--- src/rtl/spi_ram_controller.sv ---
// SPI master for an external SPI RAM: one-word READ (03h) / WRITE (02h) frames, mode 0, MSB first.
// Optional build macro SPI_RAM_SIZE_EN enables 1/2/4-byte transfers via the size input.
module spi_ram_controller #(
  parameter int DIV    = 1,
  parameter int CS_GAP = 2
) (
  input  logic        clk,
  input  logic        rstn,
  input  logic        start,
  input  logic        is_write,
  input  logic [23:0] addr,
  input  logic [31:0] wdata,
  input  logic [1:0]  size,
  output logic        busy,
  output logic        done,
  output logic [31:0] rdata,
  output logic        spi_select,
  output logic        spi_clk,
  output logic        spi_mosi,
  input  logic        spi_miso,
  output logic [1:0]  dbg_state
);

  // Handshake: a request is taken on any clk edge where start=1 and busy=0; while busy=1
  // start is ignored, and done pulses once per accepted request before busy drops.
  localparam logic [1:0] ST_IDLE  = 2'd0;
  localparam logic [1:0] ST_SHIFT = 2'd1;
  localparam logic [1:0] ST_GAP   = 2'd2;

  localparam logic [15:0] DIV_LAST = 16'(DIV - 1);
  localparam logic [15:0] GAP_LAST = 16'(CS_GAP - 1);

  logic [1:0]  state_q, state_d;
  logic [63:0] tx_q, tx_d;
  logic [31:0] rx_q, rx_d;
  logic [6:0]  bits_q, bits_d;
  logic [15:0] tick_q, tick_d;
  logic [1:0]  len_q, len_d;
  logic        wr_q, wr_d;
  logic        sel_q, sel_d;
  logic        sclk_q, sclk_d;
  logic        mosi_q, mosi_d;
  logic        done_q, done_d;
  logic [31:0] rdata_q, rdata_d;

  logic [1:0]  start_len;
  logic [6:0]  start_bits;
  logic [31:0] rx_next;
  logic [31:0] rd_word;

`ifdef SPI_RAM_SIZE_EN
  always_comb begin
    case (size)
      2'd0:    start_len = 2'd0;
      2'd1:    start_len = 2'd1;
      default: start_len = 2'd2;
    endcase
  end
`else
  logic size_unused;
  assign size_unused = ^size;
  assign start_len   = 2'd2;
`endif

  always_comb begin
    case (start_len)
      2'd0:    start_bits = 7'd40;
      2'd1:    start_bits = 7'd48;
      default: start_bits = 7'd64;
    endcase
  end

  // The first received data byte is the oldest of the last 8n sampled bits; it maps to rdata[7:0].
  always_comb begin
    rx_next = {rx_q[30:0], spi_miso};
    case (len_q)
      2'd0:    rd_word = {24'h0, rx_next[7:0]};
      2'd1:    rd_word = {16'h0, rx_next[7:0], rx_next[15:8]};
      default: rd_word = {rx_next[7:0], rx_next[15:8], rx_next[23:16], rx_next[31:24]};
    endcase
  end

  always_comb begin
    state_d = state_q;
    tx_d    = tx_q;
    rx_d    = rx_q;
    bits_d  = bits_q;
    tick_d  = tick_q;
    len_d   = len_q;
    wr_d    = wr_q;
    sel_d   = sel_q;
    sclk_d  = sclk_q;
    mosi_d  = mosi_q;
    done_d  = 1'b0;
    rdata_d = rdata_q;
    case (state_q)
      ST_IDLE: begin
        if (start) begin
          state_d = ST_SHIFT;
          tx_d    = {(is_write ? 8'h02 : 8'h03), addr,
                     wdata[7:0], wdata[15:8], wdata[23:16], wdata[31:24]};
          bits_d  = start_bits;
          tick_d  = 16'd0;
          len_d   = start_len;
          wr_d    = is_write;
          sel_d   = 1'b0;
          sclk_d  = 1'b0;
          mosi_d  = tx_d[63];
        end
      end
      ST_SHIFT: begin
        if (tick_q == DIV_LAST) begin
          tick_d = 16'd0;
          if (!sclk_q) begin
            sclk_d = 1'b1;
          end else begin
            // Falling edge: MISO was driven on the previous fall, so it is stable here.
            sclk_d = 1'b0;
            rx_d   = rx_next;
            tx_d   = {tx_q[62:0], 1'b0};
            mosi_d = tx_d[63];
            bits_d = bits_q - 7'd1;
            if (bits_q == 7'd1) begin
              state_d = ST_GAP;
              sel_d   = 1'b1;
              mosi_d  = 1'b0;
              done_d  = 1'b1;
              if (!wr_q) rdata_d = rd_word;
            end
          end
        end else begin
          tick_d = tick_q + 16'd1;
        end
      end
      ST_GAP: begin
        if (tick_q == GAP_LAST) state_d = ST_IDLE;
        else                    tick_d  = tick_q + 16'd1;
      end
      default: state_d = ST_IDLE;
    endcase
  end

  always_ff @(posedge clk or negedge rstn) begin
    if (!rstn) begin
      state_q <= ST_IDLE;
      tx_q    <= 64'h0;
      rx_q    <= 32'h0;
      bits_q  <= 7'd0;
      tick_q  <= 16'd0;
      len_q   <= 2'd2;
      wr_q    <= 1'b0;
      sel_q   <= 1'b1;
      sclk_q  <= 1'b0;
      mosi_q  <= 1'b0;
      done_q  <= 1'b0;
      rdata_q <= 32'h0;
    end else begin
      state_q <= state_d;
      tx_q    <= tx_d;
      rx_q    <= rx_d;
      bits_q  <= bits_d;
      tick_q  <= tick_d;
      len_q   <= len_d;
      wr_q    <= wr_d;
      sel_q   <= sel_d;
      sclk_q  <= sclk_d;
      mosi_q  <= mosi_d;
      done_q  <= done_d;
      rdata_q <= rdata_d;
    end
  end

  assign busy       = (state_q != ST_IDLE);
  assign done       = done_q;
  assign rdata      = rdata_q;
  assign spi_select = sel_q;
  assign spi_clk    = sclk_q;
  assign spi_mosi   = mosi_q;
  assign dbg_state  = state_q;

endmodule

--- config.mk ---
export PLATFORM = sky130hd
export DESIGN_NAME = spi_ram_controller
export DESIGN_NICKNAME = d
export VERILOG_FILES = /design/src/rtl/spi_ram_controller.sv
export SDC_FILE = /design/constraint.sdc
export NUM_CORES = 1
export LEC_CHECK = 0
export CAP_MARGIN = 10
export CORE_UTILIZATION = 40
export CTS_BUF_LIST = sky130_fd_sc_hd__clkbuf_8
export DETAILED_ROUTE_END_ITERATION = 8
export PLACE_DENSITY = 0.58
export SKIP_CTS_REPAIR_TIMING = 1
export SYNTH_ARGS = -nofsm -noshare
export SYNTH_HDL_FRONTEND = slang
export SYNTH_SLANG_ARGS = --single-unit
--- constraint.sdc ---
create_clock -name clk -period 4.45 [get_ports clk]
set_clock_uncertainty 0.2 [all_clocks]
set_input_delay 0.89 -clock clk [delete_from_list [all_inputs] [get_ports clk]]
set_output_delay 0.89 -clock clk [all_outputs]
set_load 0.005 [all_outputs]
== Word level (Yosys, flattened, before mapping) ==
Cells that the tools add are included.
Storage, ports and cells
  register bits after elaboration: 156
  latch bits: 0
  RAM bits: 0
  memory bits (read-only): 0
  input port bits: 63
  output and inout bits: 39
  word-level logic and storage cells: 73
  memories: 0
Cells by class
  add/sub/neg operators: 2
  multiply operators: 0
  divide/modulo/power cells: 0
  $lt $le $gt $ge: 0
  equality and inequality tests: 10
  shifts and indexed selects: 0
  multiplexer cells: 36
  bitwise operators: 1
  reduce and logical (&&, ||, !) cells: 13
Operator list (count)
  $mux 63: 3
  $pmux 63 s2: 1
  $mux 16: 3
  $pmux 16 s3: 1
  $mux 7: 3
  $add 16x1->16 const B: 1
  $eq 16x1->1 const B: 1
  $logic_not 16->1: 1
  $mux 1: 15
  $reduce_and 5->1: 3
  $pmux 7 s2: 1
  $ne 2x2->1 const B: 6
  $mux 2: 5
  $reduce_and 3->1: 3
  $eq 7x1->1 const B: 1
  $sub 7x1->7 const B: 1
  $pmux 1 s2: 3
  $pmux 2 s3: 1
  $reduce_and 4->1: 1
  $reduce_bool 2->1: 2
  $reduce_bool 3->1: 1
  $eq 2x1->1 const B: 1
  $eq 2x2->1 const B: 1
  $logic_not 2->1: 1
  2 further kinds: 2

== Longest topological paths before layout ==
  word-level depth: 5
  depth in mapped cells: 9
  mapped depth without buffers: 7

== Worst setup path before layout ==
Ideal clock, no wire load.
  path type: input to register
  from: input port start
  to: register tx_q[10]
  library setup time: 0.078 ns
  arrival: 2.149 ns
  setup slack: 2.024 ns
  cell stages on the path: 6
  cells stage by stage: clkbuf_1 -> mux2_2 -> clkbuf_1 -> clkbuf_1 -> o22ai_1 -> a21oi_1
Between the ends
  cells in the longest elaborated chain, start to end: 2
Ends and longest elaborated chain
  from (decl): line 9  | input logic start,
  $ne 2x2->1 (no source line)
  $reduce_and 4->1 (no source line)
  to (signal assigned): line 159  | tx_q <= tx_d;
  to (decl): line 34  | logic [63:0] tx_q, tx_d;
Every way passes these cells.
A chain may end at the register's enable or synchronous reset.

== Worst setup path after layout ==
  from: register tick_q[5]
  to: register tx_q[12]
Between the ends
  cells in the longest elaborated chain, start to end: 3
Ends and longest elaborated chain
  from (decl): line 37  | logic [15:0] tick_q, tick_d;
  from (signal assigned): line 162  | tick_q <= tick_d;
  $logic_not 16->1: line 112  | if (tick_q == DIV_LAST) begin
  $ne 2x2->1 (no source line)
  $reduce_and 4->1 (no source line)
Every way passes these cells.

==> results.md <==
- DP Worst Slack: 0.708 ns
- GRT Total Usage: 0.189
- Critical Path End Type: register
- Period Utilization, post-route: 0.792
- Most frequent cells in the layout: 155 x dfrtp_1, 112 x o22ai_1, 98 x clkdlybuf4s50_1
- Port Buf Inserts: 99
- Longest Clk Path Bufs: 2
- Top Layer Used: met4
- Die Height: 136 microns
- I/O pin total: 102
- Post-synth ARST share: 1.00
- TNS Setup: 0 ns
- Sequential power share: 0.529
- Largest net degree at the start of global routing: 74
- Net Switching: 584 uW
- Setup CP Type: register to register
- Final hold vios: 0
- Final setup margin: 0.924 ns
- CTS tree: built
- Post-synth top area share: 0.537
- Flops & latches, synth: 156
- Finished Core Util: 0.505
- DR WL/cell: 17.2 microns
- Critical Path AT: 3.62 ns
- Fin crit period: 3.53 ns
- Most common cell after layout, fill and taps aside: dfrtp_1
- Synth warnings: 0
- FMAX: 0.284 GHz
- Post-synth top flop: dfrtp_1
- Die area: 18600 sq um
- Main area contributors after synthesis: dfrtp_1 54%, o22ai_1 9.7%, mux2_2 5.5%
- Detailed Route Iter0 Violations: 472
- M1 WL: 7780 microns
- Post-Synthesis Cells: 666
- Antenna diodes: 0
- H-tree depth: 4
- Mapped Area: 7220 sq um
- Post-DP HPWL: 10800 microns
- Post-synth EDFFs: 0
- Core Box Area: 17500 sq um
- Cell Pwr Density: 303 nW/um^2
- CTS Root Cell: clkbuf_8
- Via density: 5.86
- Placer's final routability congestion estimate: 0.827
- # DRC: 0
- Post-synthesis sequential area ratio: 0.541
- Nets: 818
- Syn nets: 738
- WP data required: 4.55 ns
- Worst Path Max Fanout: 55
- Overall Power: 2.68 mW
- Total grt overflow: 0
- Clock latency on the worst-skew pair: 0.44 ns
- Routed Antenna Nets: 0
- Area leader, netlist: dfrtp_1
- Clock transition at path regs: 0.08 ns
- Routed wl met2: 7900 microns
- Outcome: finished, final reports clean
- # rows: 48
- Startpoint class of the critical path: register
- Vias in the first global route: 5560
- Met3 wire len: 973 microns
- Clk pwr share: 0.438
- Sink Count: 156
- Leakage power total: 4.05 nW
- Synth cell types: 49
- Relative slew margins: 0.209
- Combinational power share: 0.033
- Slew Viols, Final: 0
- Final setup fails: 0
- Routed WL: 16900 microns
- Syn avg cell area: 10.8 sq um
- MaxCap Viol Count: 0
- Area growth from synthesis to layout: 22.2%
- CTS buffer count: 17
- Layout cells sized above 1: 0.117
- Hold WC Path Type: input pin to async pin
- P_int: 2.09 mW
- Switching share of power: 0.218
- Initial antenna violation count: 0
- Worst VDD drop: 277 uV
- Drt first pass iters: 5
- Initial Util: 0.413
- First-pass GRT wire length: 27800 microns
- Worst slew pin tran: 1.19 ns
- Die span in x: 136 microns
- Setup repair after global routing missed its margin: false
- Vias: 5770
[logic make-up (layout without fill, tap and decap cells)]
kind of cell,Yosys count,after routing,share of synthesized area
xor gates and xnor gates,2,2,0.00243
adders and majority gates,9,9,0.0156
buffers and inverters,67,160,0.0383
muxes,71,71,0.110
DFF,156,156,0.541
AOI/OAI and AO/OA,248,248,0.207
and+or+nand+nor,113,113,0.0868
[registers in the layout (all words and copies together) (netlist names), 2 cells and up]
register,cells
bits_q,7
dbg_state,2
rdata,32
rx_q,31
tick_q,16
tx_q,63
[cell type report]
cell class / count / area (sq um)
tap: 225 / 282
clock inverter: 14 / 191
timing repair buffer: 112 / 1090
multi-input combinational: 443 / 3050
sequential: 156 / 3910
inverter: 16 / 60.1
fill: 1544 / 8650
clock buffer: 18 / 248
[routing by layer]
metal  vias to the layer above  GRT usage
li1                       2689          -
met1                      2880      0.252
met2                       176      0.294
met3                        25     0.0574
met4                         0     0.0586
met5                         -          0
[through the flow]
step                      cell area (sq um)  hold slack (ns)  instances
after global placement                 8390            0.267        952
after CTS                              8820            0.270        984
after detailed placement               8390            0.277        952
final                                  8820            0.248        984
after global routing                   8820            0.288        984
after floorplan                        7220            0.259        666
[synth_stat cells, drive strengths merged, types with 2 or more instances]
master and number:
o2bb2ai 3, clkbuf 37, o22ai 112, a21oi 74, nor2 18, nand4 7
a2bb2oi 4, o31ai 6, a21o 2, mux2i 6, nand2 28, and2 7
or4 6, nor2b 4, and3 6, a22o 3, xnor2 2, mux2 65
nor4 4, dfrtp 155, o21ai 26, a31oi 6, ha 9, nand3 17
o211ai 2, inv 16, nor4bb 2, buf 14, nor3 5, nand2b 3
and4 5
[worst max-delay path: stages, from the launching register on]
cell and delay [ns]:
dfrtp_1 0.45, nor4_2 0.52, and4_1 0.60, nand3_2 1.01, o22ai_1 0.44, a21oi_1 0.13
[power by group through the flow]
stage	sequential, mW	clock [mW]	combinational (mW)
after CTS	1.42	1.20	0.0897
after global placement	1.45	0	0.0885
final	1.42	1.17	0.0871
after global routing	1.42	1.26	0.0951
after detailed placement	1.45	0	0.0891
after floorplan	1.45	0	0.00174
[final timing paths]
path | start | end | slack (ns) | cells past startpoint
setup / recovery | tick_q[5]$_DFFE_PN0P_ | tx_q[12]$_DFFE_PN0P_ | 0.92 | 5
setup reg to reg | tick_q[5]$_DFFE_PN0P_ | tx_q[12]$_DFFE_PN0P_ | 0.92 | 5
hold / removal | rstn | tick_q[5]$_DFFE_PN0P_ | 0.25 | 1
max in group asynchronous | rstn | rx_q[28]$_DFFE_PN0P_ | 2.80 | 2
hold reg to reg | rdata[5]$_DFFE_PN0P_ | rdata[5]$_DFFE_PN0P_ | 0.29 | 1
min in group clk | rdata[5]$_DFFE_PN0P_ | rdata[5]$_DFFE_PN0P_ | 0.29 | 1
Power figures use the tool's default switching activity.
